[config.mk]
export PLATFORM = sky130hd
export DESIGN_NAME = sub_bytes_seq_flat
export DESIGN_NICKNAME = d
export VERILOG_FILES = /design/src/rtl/sub_bytes_seq_if.sv /design/src/rtl/sub_bytes_seq.sv /design/src/flat_wrapper.sv
export SDC_FILE = /design/constraint.sdc
export NUM_CORES = 1
export LEC_CHECK = 0
export ABC_CLOCK_PERIOD_IN_PS = 8410
export BUFFER_PORTS_ARGS = -buffer_cell sky130_fd_sc_hd__buf_2
export CORE_ASPECT_RATIO = 1.5
export CORE_MARGIN = 2
export CORE_UTILIZATION = 40
export CTS_BUF_LIST = sky130_fd_sc_hd__clkbuf_16
export DETAILED_ROUTE_END_ITERATION = 8
export PLACE_DENSITY = 0.68
export SLEW_MARGIN = 20
export SYNTH_ARGS = -nofsm -noshare
export SYNTH_HDL_FRONTEND = slang
export SYNTH_SLANG_ARGS = --single-unit
[constraint.sdc]
create_clock -name clk -period 8.41 [get_ports clk]
set_input_delay 0.4205 -clock clk [delete_from_list [all_inputs] [get_ports clk]]
set_output_delay 0.4205 -clock clk [all_outputs]
set_load 0.01 [all_outputs]
[src/rtl/sub_bytes_seq_if.sv]
// Valid/ready bundle between the round controller, the SubBytes engine and ShiftRows.
// slave is the engine's view; master is the view of whatever drives and consumes it.
interface sub_bytes_seq_if;
  logic         in_valid;
  logic         in_ready;
  logic [127:0] in_data;
  logic         out_valid;
  logic         out_ready;
  logic [127:0] out_data;
  logic         busy;

  modport slave (
    input  in_valid,
    input  in_data,
    input  out_ready,
    output in_ready,
    output out_valid,
    output out_data,
    output busy
  );

  modport master (
    output in_valid,
    output in_data,
    output out_ready,
    input  in_ready,
    input  out_valid,
    input  out_data,
    input  busy
  );
endinterface

[src/rtl/sub_bytes_seq.sv]
// Iterative AES SubBytes: LANES forward S-boxes sweep the 16 state bytes, MSB byte first.
// Latency: out_valid rises 16/LANES edges after the accept edge; one state per 16/LANES+2 cycles.
// Backpressure: the result is held in DONE until out_ready; in_ready is high only in IDLE.
module sub_bytes_seq #(
  parameter int LANES = 4
) (
  input  logic           clk,
  input  logic           rst,
  sub_bytes_seq_if.slave bus
);

  localparam int CHUNKS = 16 / LANES;
  localparam int CW     = (CHUNKS > 1) ? $clog2(CHUNKS) : 1;

  // Forward S-box, entry 0 in the top byte.
  localparam logic [2047:0] SBOX_TBL = {
    128'h637c777bf26b6fc53001672bfed7ab76,
    128'hca82c97dfa5947f0add4a2af9ca472c0,
    128'hb7fd9326363ff7cc34a5e5f171d83115,
    128'h04c723c31896059a071280e2eb27b275,
    128'h09832c1a1b6e5aa0523bd6b329e32f84,
    128'h53d100ed20fcb15b6acbbe394a4c58cf,
    128'hd0efaafb434d338545f9027f503c9fa8,
    128'h51a3408f929d38f5bcb6da2110fff3d2,
    128'hcd0c13ec5f974417c4a77e3d645d1973,
    128'h60814fdc222a908846eeb814de5e0bdb,
    128'he0323a0a4906245cc2d3ac629195e479,
    128'he7c8376d8dd54ea96c56f4ea657aae08,
    128'hba78252e1ca6b4c6e8dd741f4bbd8b8a,
    128'h703eb5664803f60e613557b986c11d9e,
    128'he1f8981169d98e949b1e87e9ce5528df,
    128'h8ca1890dbfe6426841992d0fb054bb16
  };

  if (!(LANES == 1 || LANES == 2 || LANES == 4 || LANES == 8 || LANES == 16)) begin : g_bad_lanes
    $error("sub_bytes_seq: LANES must be 1, 2, 4, 8 or 16");
  end

  typedef enum logic [1:0] {IDLE, BUSY, DONE} state_e;

  state_e         state_q, state_d;
  logic [127:0]   data_q, data_d;
  logic [127:0]   out_data_q, out_data_d;
  logic [CW-1:0]  cnt_q, cnt_d;
  logic           last_chunk;

  function automatic logic [7:0] sbox(input logic [7:0] b);
    return SBOX_TBL[11'(2047 - 8 * int'(b)) -: 8];
  endfunction

  // Bit offset of byte (cnt*LANES + lane); byte 0 sits at [127:120].
  function automatic logic [6:0] byte_lsb(input logic [CW-1:0] c, input int lane);
    return 7'(8 * (15 - (int'(c) * LANES + lane)));
  endfunction

  assign last_chunk = (cnt_q == CW'(CHUNKS - 1));

  always_comb begin
    state_d    = state_q;
    data_d     = data_q;
    cnt_d      = cnt_q;
    out_data_d = out_data_q;
    case (state_q)
      IDLE: begin
        if (bus.in_valid && bus.in_ready) begin
          data_d  = bus.in_data;
          cnt_d   = '0;
          state_d = BUSY;
        end
      end
      BUSY: begin
        for (int l = 0; l < LANES; l++) begin
          data_d[byte_lsb(cnt_q, l) +: 8] = sbox(data_q[byte_lsb(cnt_q, l) +: 8]);
        end
        cnt_d = cnt_q + CW'(1);
        // The output register picks up the finished state as DONE is entered, never a partial one.
        if (last_chunk) begin
          out_data_d = data_d;
          state_d    = DONE;
        end
      end
      DONE: begin
        if (bus.out_ready) begin
          state_d = IDLE;
        end
      end
      default: state_d = IDLE;
    endcase
  end

  always_ff @(posedge clk or posedge rst) begin
    if (rst) begin
      state_q    <= IDLE;
      data_q     <= '0;
      out_data_q <= '0;
      cnt_q      <= '0;
    end else begin
      state_q    <= state_d;
      data_q     <= data_d;
      out_data_q <= out_data_d;
      cnt_q      <= cnt_d;
    end
  end

  assign bus.in_ready  = (state_q == IDLE);
  assign bus.out_valid = (state_q == DONE);
  assign bus.busy      = (state_q == BUSY);
  assign bus.out_data  = out_data_q;

endmodule

[src/flat_wrapper.sv]
// flat-port wrapper written by rule: the top's interface ports become plain ports
module sub_bytes_seq_flat 
#(
  parameter int LANES = 4
)
  (clk, rst, bus_in_valid, bus_in_data, bus_out_ready, bus_in_ready, bus_out_valid, bus_out_data, bus_busy);
  sub_bytes_seq_if bus_i ();
  input  logic clk;
  input  logic rst;
  input wire logic [$bits(bus_i.in_valid)-1:0] bus_in_valid;
  input wire logic [$bits(bus_i.in_data)-1:0] bus_in_data;
  input wire logic [$bits(bus_i.out_ready)-1:0] bus_out_ready;
  output wire logic [$bits(bus_i.in_ready)-1:0] bus_in_ready;
  output wire logic [$bits(bus_i.out_valid)-1:0] bus_out_valid;
  output wire logic [$bits(bus_i.out_data)-1:0] bus_out_data;
  output wire logic [$bits(bus_i.busy)-1:0] bus_busy;
  assign bus_i.in_valid = bus_in_valid;
  assign bus_i.in_data = bus_in_data;
  assign bus_i.out_ready = bus_out_ready;
  assign bus_in_ready = bus_i.in_ready;
  assign bus_out_valid = bus_i.out_valid;
  assign bus_out_data = bus_i.out_data;
  assign bus_busy = bus_i.busy;
  sub_bytes_seq #(.LANES(LANES)) u_core (.clk(clk), .rst(rst), .bus(bus_i));
endmodule
# == After elaboration in Yosys (flattened, before gate mapping) ==
# Cells that the tools add are included.
# op_classes
n_shift,16
muxes,12
addsub,16
reduce_logical,6
eq_ne,6
# ops
cell,count
"2055-bit by 11-bit variable part select with 8-bit output, first input constant",4
128-bit bitwise mux,4
"8-bit by 9-bit variable shift with 128-bit output, first input constant",4
128-bit by 8-bit variable part select with 8-bit output,4
8-bit by 9-bit variable part select with 128-bit output,4
128-bit one-hot mux with 2 select lines,1
128-bit 2-to-1 mux,1
"11-bit subtractor, first input constant",4
7-bit negator with 9-bit output,4
"1-bit by 4-bit subtractor with 4-bit output, first input constant",3
"4-bit by 2-bit adder with 4-bit output, second input constant",2
2-bit 2-to-1 mux,4
2-bit one-hot mux with 3 select lines,1
"4-bit by 1-bit adder with 4-bit output, second input constant",1
"2-bit equality test, second input constant",2
"2-bit inequality test, second input constant",2
2-bit one-hot mux with 2 select lines,1
2-bit AND reduction,2
"4-bit subtractor, first input constant",1
3-bit AND reduction,1
"2-bit by 1-bit adder with 2-bit output, second input constant",1
"2-bit by 1-bit equality test with 1-bit output, second input constant",1
2-bit zero test,1
"2-bit by 1-bit inequality test with 1-bit output, second input constant",1
2 further kinds,2
# word_totals
wordCells,60
output_inout_bits,131
inputBits,132
reg_bits,260

# == Logic depth before layout (Yosys ltp) ==
# depth
depth_word,10
ltp_mapped,15
depth_no_buf,8

# == Least setup slack after synthesis ==
# OpenSTA, ideal clock, no wires.
# synth_path
path_type,register to register
start,reg u_core.cnt_q[0]
end,"reg u_core.out_data_q[0], in the netlist u_core.bus.out_data[0]"
setup_ns,0.082
path_buffers,7
path_stages_with_launch,14
synth_period_minus_slack_ns,3.162
arrival_ns,3.080
t_required_ns,8.328
slack_ns,5.248
cell_sequence,dfrtp_1 > buf_6 > buf_12 > buf_12 > buf_6 > buf_6 > buf_4 > buf_4 > clkinv_1 > ha_1 > nor4b_2 > inv_1 > or2_2 > a31oi_1
# synth_via
elab_chain_len,9
word_cells_on_any_way,37
classes_between,add/sub (15); eq/ne (1); shift (16); mux (4); reduce/logical (1)
# synth_lines
item,line_no,rtl
"start, declared",sub_bytes_seq.sv:44,"logic [CW-1:0] cnt_q, cnt_d;"
"start signal, assigned",sub_bytes_seq.sv:101,cnt_q <= cnt_d;
4-bit by 1-bit adder with 4-bit output / 4-bit subtractor (equally long branches),sub_bytes_seq.sv:53,return 7'(8 * (15 - (int'(c) * LANES + lane)));
1-bit by 4-bit subtractor with 4-bit output / 128-bit by 8-bit variable part select with 8-bit output (equally long branches),"sub_bytes_seq.sv:53, sub_bytes_seq.sv:73",
128-bit by 8-bit variable part select with 8-bit output / 11-bit subtractor (equally long branches),"sub_bytes_seq.sv:73, sub_bytes_seq.sv:48",
11-bit subtractor / 2055-bit by 11-bit variable part select with 8-bit output (equally long branches),sub_bytes_seq.sv:48,return SBOX_TBL[11'(2047 - 8 * int'(b)) -: 8];
2055-bit by 11-bit variable part select with 8-bit output / 8-bit by 9-bit variable part select with 128-bit output (equally long branches),"sub_bytes_seq.sv:48, sub_bytes_seq.sv:73",
8-bit by 9-bit variable part select with 128-bit output / 128-bit bitwise mux (equally long branches),sub_bytes_seq.sv:73,"data_d[byte_lsb(cnt_q, l) +: 8] = sbox(data_q[byte_lsb(cnt_q, l) +: 8]);"
128-bit bitwise mux (3 in a row),sub_bytes_seq.sv:73,
"end signal, assigned",sub_bytes_seq.sv:100,out_data_q <= out_data_d;
"end, declared",sub_bytes_seq.sv:43,"logic [127:0] out_data_q, out_data_d;"
# Several ways; a longest one is shown, not always the timed one.
# A chain may end at the register's enable or synchronous reset.

# == Final worst setup path ==
# layout_path
start,reg u_core.cnt_q[1]
end,reg u_core.data_q[31]
# layout_via
elab_chain_len,10
word_cells_on_any_way,36
classes_between,add/sub (15); shift (16); mux (5)
# layout_lines
item,line_no,rtl
4-bit by 1-bit adder with 4-bit output / 4-bit subtractor (equally long branches),sub_bytes_seq.sv:53,
1-bit by 4-bit subtractor with 4-bit output / 128-bit by 8-bit variable part select with 8-bit output (equally long branches),"sub_bytes_seq.sv:53, sub_bytes_seq.sv:73",
128-bit by 8-bit variable part select with 8-bit output / 11-bit subtractor (equally long branches),"sub_bytes_seq.sv:73, sub_bytes_seq.sv:48",
11-bit subtractor / 2055-bit by 11-bit variable part select with 8-bit output (equally long branches),sub_bytes_seq.sv:48,
2055-bit by 11-bit variable part select with 8-bit output / 8-bit by 9-bit variable part select with 128-bit output (equally long branches),"sub_bytes_seq.sv:48, sub_bytes_seq.sv:73",
8-bit by 9-bit variable part select with 128-bit output / 128-bit bitwise mux (equally long branches),sub_bytes_seq.sv:73,
128-bit bitwise mux (2 in a row),sub_bytes_seq.sv:73,
128-bit bitwise mux *,sub_bytes_seq.sv:73,
128-bit one-hot mux with 2 select lines *,sub_bytes_seq.sv:63,case (state_q)
"end signal, assigned",sub_bytes_seq.sv:99,data_q <= data_d;
"end, declared",sub_bytes_seq.sv:42,"logic [127:0] data_q, data_d;"
# Every way passes the cells marked *; elsewhere a longest branch is shown, timed or not.

==> metrics.txt <==
status=finished clean; asr flop ratio synth=1.00; routed wire length=slightly below 90000 um; Crit path required time=8.87 ns; DRC Markers=0; f_max=211 MHz; Pre-antenna DRT Iters=8; share of cells above drive strength 1=0.174; Crit. End Element=flop; multi-input logic area=12100 sq um; syn_nets=2591; Synth cell types=97; CP max FO=66; area delta synth->final=11.7%; Initial Utilization=0.405; CTS root buf=clkbuf_16; hold path startpoint=bus_out_ready; antenna violations before repair=4; post-CTS sizing=0; max cap viols=0; RSZ-0062 raised after global routing=no; CP max stage cell=mux4_2; Syn Area/Cell=8.06 sq um; critical-path cell list=buf_4, mux4_2, nor2b_1, a32oi_1, o221ai_1, o21ai_0, o211ai_1, a221oi_1, nor3_1; Setup Buffers After CTS=0; die width=roughly 190 um; setup tns final=0 ns; CP Buf/Inv Count=1; worst-skew pair later-pin latency=0.59 ns; first-pass GRT wire length=132000 um; top cell family by delay on the critical path=compound AO/OA/AOI/OAI gates; Rows=99; CP Data Arrival Time=between 5 and 6 ns; start point of the critical path=u_core.cnt_q[1]$_DFFE_PP0P_; port buffer count=262; Startpoint Class=flop; synth warn=0; CTS tree=built; final hold viol count=0; Crit Path Category=reg -> reg; CTS Hold Buffers Added=1; slew margin rel.=0.187; Mapped Cells=roughly 2500; number of flops mapped to enable cells by yosys=0; Hold Crit Class=in -> reg; layout filler cell count=around 5000; Max clock buf depth=3; Final ANT Viol Nets=0; vias in the first global route=20800; final worst-path cycle share=0.565; Die H=around 280 um; final setup fails=0; clock skew=0.0206 ns; DP HPWL=61100 um; Sequential cell area=6510 sq um; Inserted Clock Buffers=28; GRT Resource Usage Total=0.334; Vias/cell=approximately 6.8; H-Tree Depth=1; core area=about 49000 sq um; DR iter-0 viols=3006; cell area after synthesis=19800 sq um; r2r startpoint=u_core.cnt_q[1]$_DFFE_PP0P_; worst-margin pin slew=roughly 1.2 ns; Max Slew Vio Count=0; slowest cell delay on critical path=1.02 ns; ys flop type=dfrtp_1; post-synthesis sequential area ratio=0.329; vias=22000; clock sinks=between 200 and 300; GRT Residual Overflow=0; total die area=51300 sq um; Placer Congestion=~1.0; pin count of the biggest net entering global routing=184; Wirelength per Cell=around 27 um; Hold Slack=around 0.046 ns; min Tclk post-route=4.75 ns; Final #Nets=2671; CTS clk-pin slew, worst paths=roughly 0.060 ns; synthesized flop and latch total=260; I/O Pins=263
[per-layer routing]
metal | wire length, um | global-route usage | vias to the layer above
li1 | - | - | 9449
met1 | 31200 | 0.401 | 10600
met2 | 41200 | 0.531 | 1488
met3 | 7460 | 0.0486 | 378
met4 | 8320 | 0.259 | 2
met5 | 11 | 0 | -
[state kept, by name, indices dropped and copies added, names as in the netlist]
name                 flops
u_core.cnt_q             2
u_core.data_q          128
u_core.bus.out_data    128
u_core.state_q           2
[layout by cell type (no fill, tap or decap), types with 45 or more instances in the layout]
cell type / Yosys / routed
nor3_1: 55 / 54
o21ai_0: 228 / 228
a31oi_1: 136 / 136
nor2_1: 185 / 179
dfrtp_1: 260 / 258
a21oi_1: 182 / 182
nand2_1: 284 / 283
mux2i_1: 49 / 49
o22ai_1: 60 / 60
or3_1: 45 / 45
nand2b_1: 69 / 69
nor2b_1: 57 / 57
buf_2: 53 / 262
a221oi_1: 48 / 48
[synthesized netlist by cell type, types with 7 or more instances]
cell type / number / area share
a21o_1: 13 / 0.0049
or2_2: 17 / 0.0054
a22o_1: 21 / 0.0093
nor2b_1: 57 / 0.018
xnor2_1: 7 / 0.0031
a32oi_1: 9 / 0.0040
buf_2: 53 / 0.013
nand3b_1: 9 / 0.0034
o31ai_1: 12 / 0.0046
clkbuf_1: 166 / 0.032
buf_1: 12 / 0.0023
a31oi_1: 136 / 0.043
a211oi_1: 32 / 0.012
nand2b_1: 69 / 0.022
nor3b_1: 7 / 0.0027
and2_1: 15 / 0.0047
o221ai_1: 26 / 0.012
a2111oi_0: 11 / 0.0049
a221o_1: 10 / 0.0051
a222oi_1: 14 / 0.0071
o22ai_1: 60 / 0.019
a221oi_1: 48 / 0.021
a311oi_1: 8 / 0.0035
buf_4: 7 / 0.0027
nor2_1: 185 / 0.035
mux4_2: 27 / 0.031
mux2i_1: 49 / 0.025
a22oi_1: 28 / 0.011
nor3_1: 55 / 0.014
dfrtp_1: 260 / 0.33
o211ai_1: 32 / 0.012
nand3_1: 35 / 0.0089
a211o_1: 9 / 0.0040
a311o_1: 8 / 0.0040
a21oi_1: 182 / 0.046
nand2_1: 284 / 0.054
or3_1: 45 / 0.014
mux2_2: 20 / 0.011
inv_1: 27 / 0.0051
o21ai_0: 228 / 0.058
and3_1: 10 / 0.0032
[stage by stage]
| stage | instance area [sq um] | utilization | instances | setup slack, ns |
|---|---|---|---|---|
| global route | 22100 | 0.452 | 3212 | 3.58 |
| detailed placement | 21100 | 0.433 | 3159 | 3.88 |
| finish | 22100 | 0.452 | 3213 | 3.66 |
| floorplan | 19800 | - | 2454 | 0.834 |
| global placement | 21100 | 0.433 | 3159 | 3.94 |
| CTS | 22100 | 0.452 | 3211 | 3.85 |
[cell families after synthesis]
family | share of synthesized area
xor+xnor | 0.00658
buf+inv | 0.0610
fa+ha+maj | 0.00418
compound gates | 0.324
simple gates | 0.199
flops | 0.329
mux | 0.0757
[final timing paths]
check	to	slack [ns]	depth (start not counted)
max	u_core.data_q[31]$_DFFE_PP0P_	3.66	9
max reg2reg	u_core.data_q[31]$_DFFE_PP0P_	3.66	9
min in group asynchronous	u_core.bus.out_data[40]$_DFFE_PP0P_	0.46	3
max in group asynchronous	u_core.cnt_q[1]$_DFFE_PP0P_	6.45	4
min	u_core.state_q[1]$_DFFE_PP0P_	0.05	2
min reg2reg	u_core.bus.out_data[12]$_DFFE_PP0P_	0.48	2
[final cells by class]
| cell class | count | share of cell area |
|---|---|---|
| multi-input cells | 1918 | 0.548 |
| flip-flops and latches | 260 | 0.295 |
| repair buffers | 296 | 0.0716 |
| well taps | 656 | 0.0372 |
| clock buffers | 28 | 0.0317 |
| clock inverters | 23 | 0.0103 |
| inverters | 30 | 0.00555 |
| diodes | 2 | 0.000227 |
Power is not shown: default switching activity piles up to over one toggle a cycle in this logic, so the estimate is an artifact.
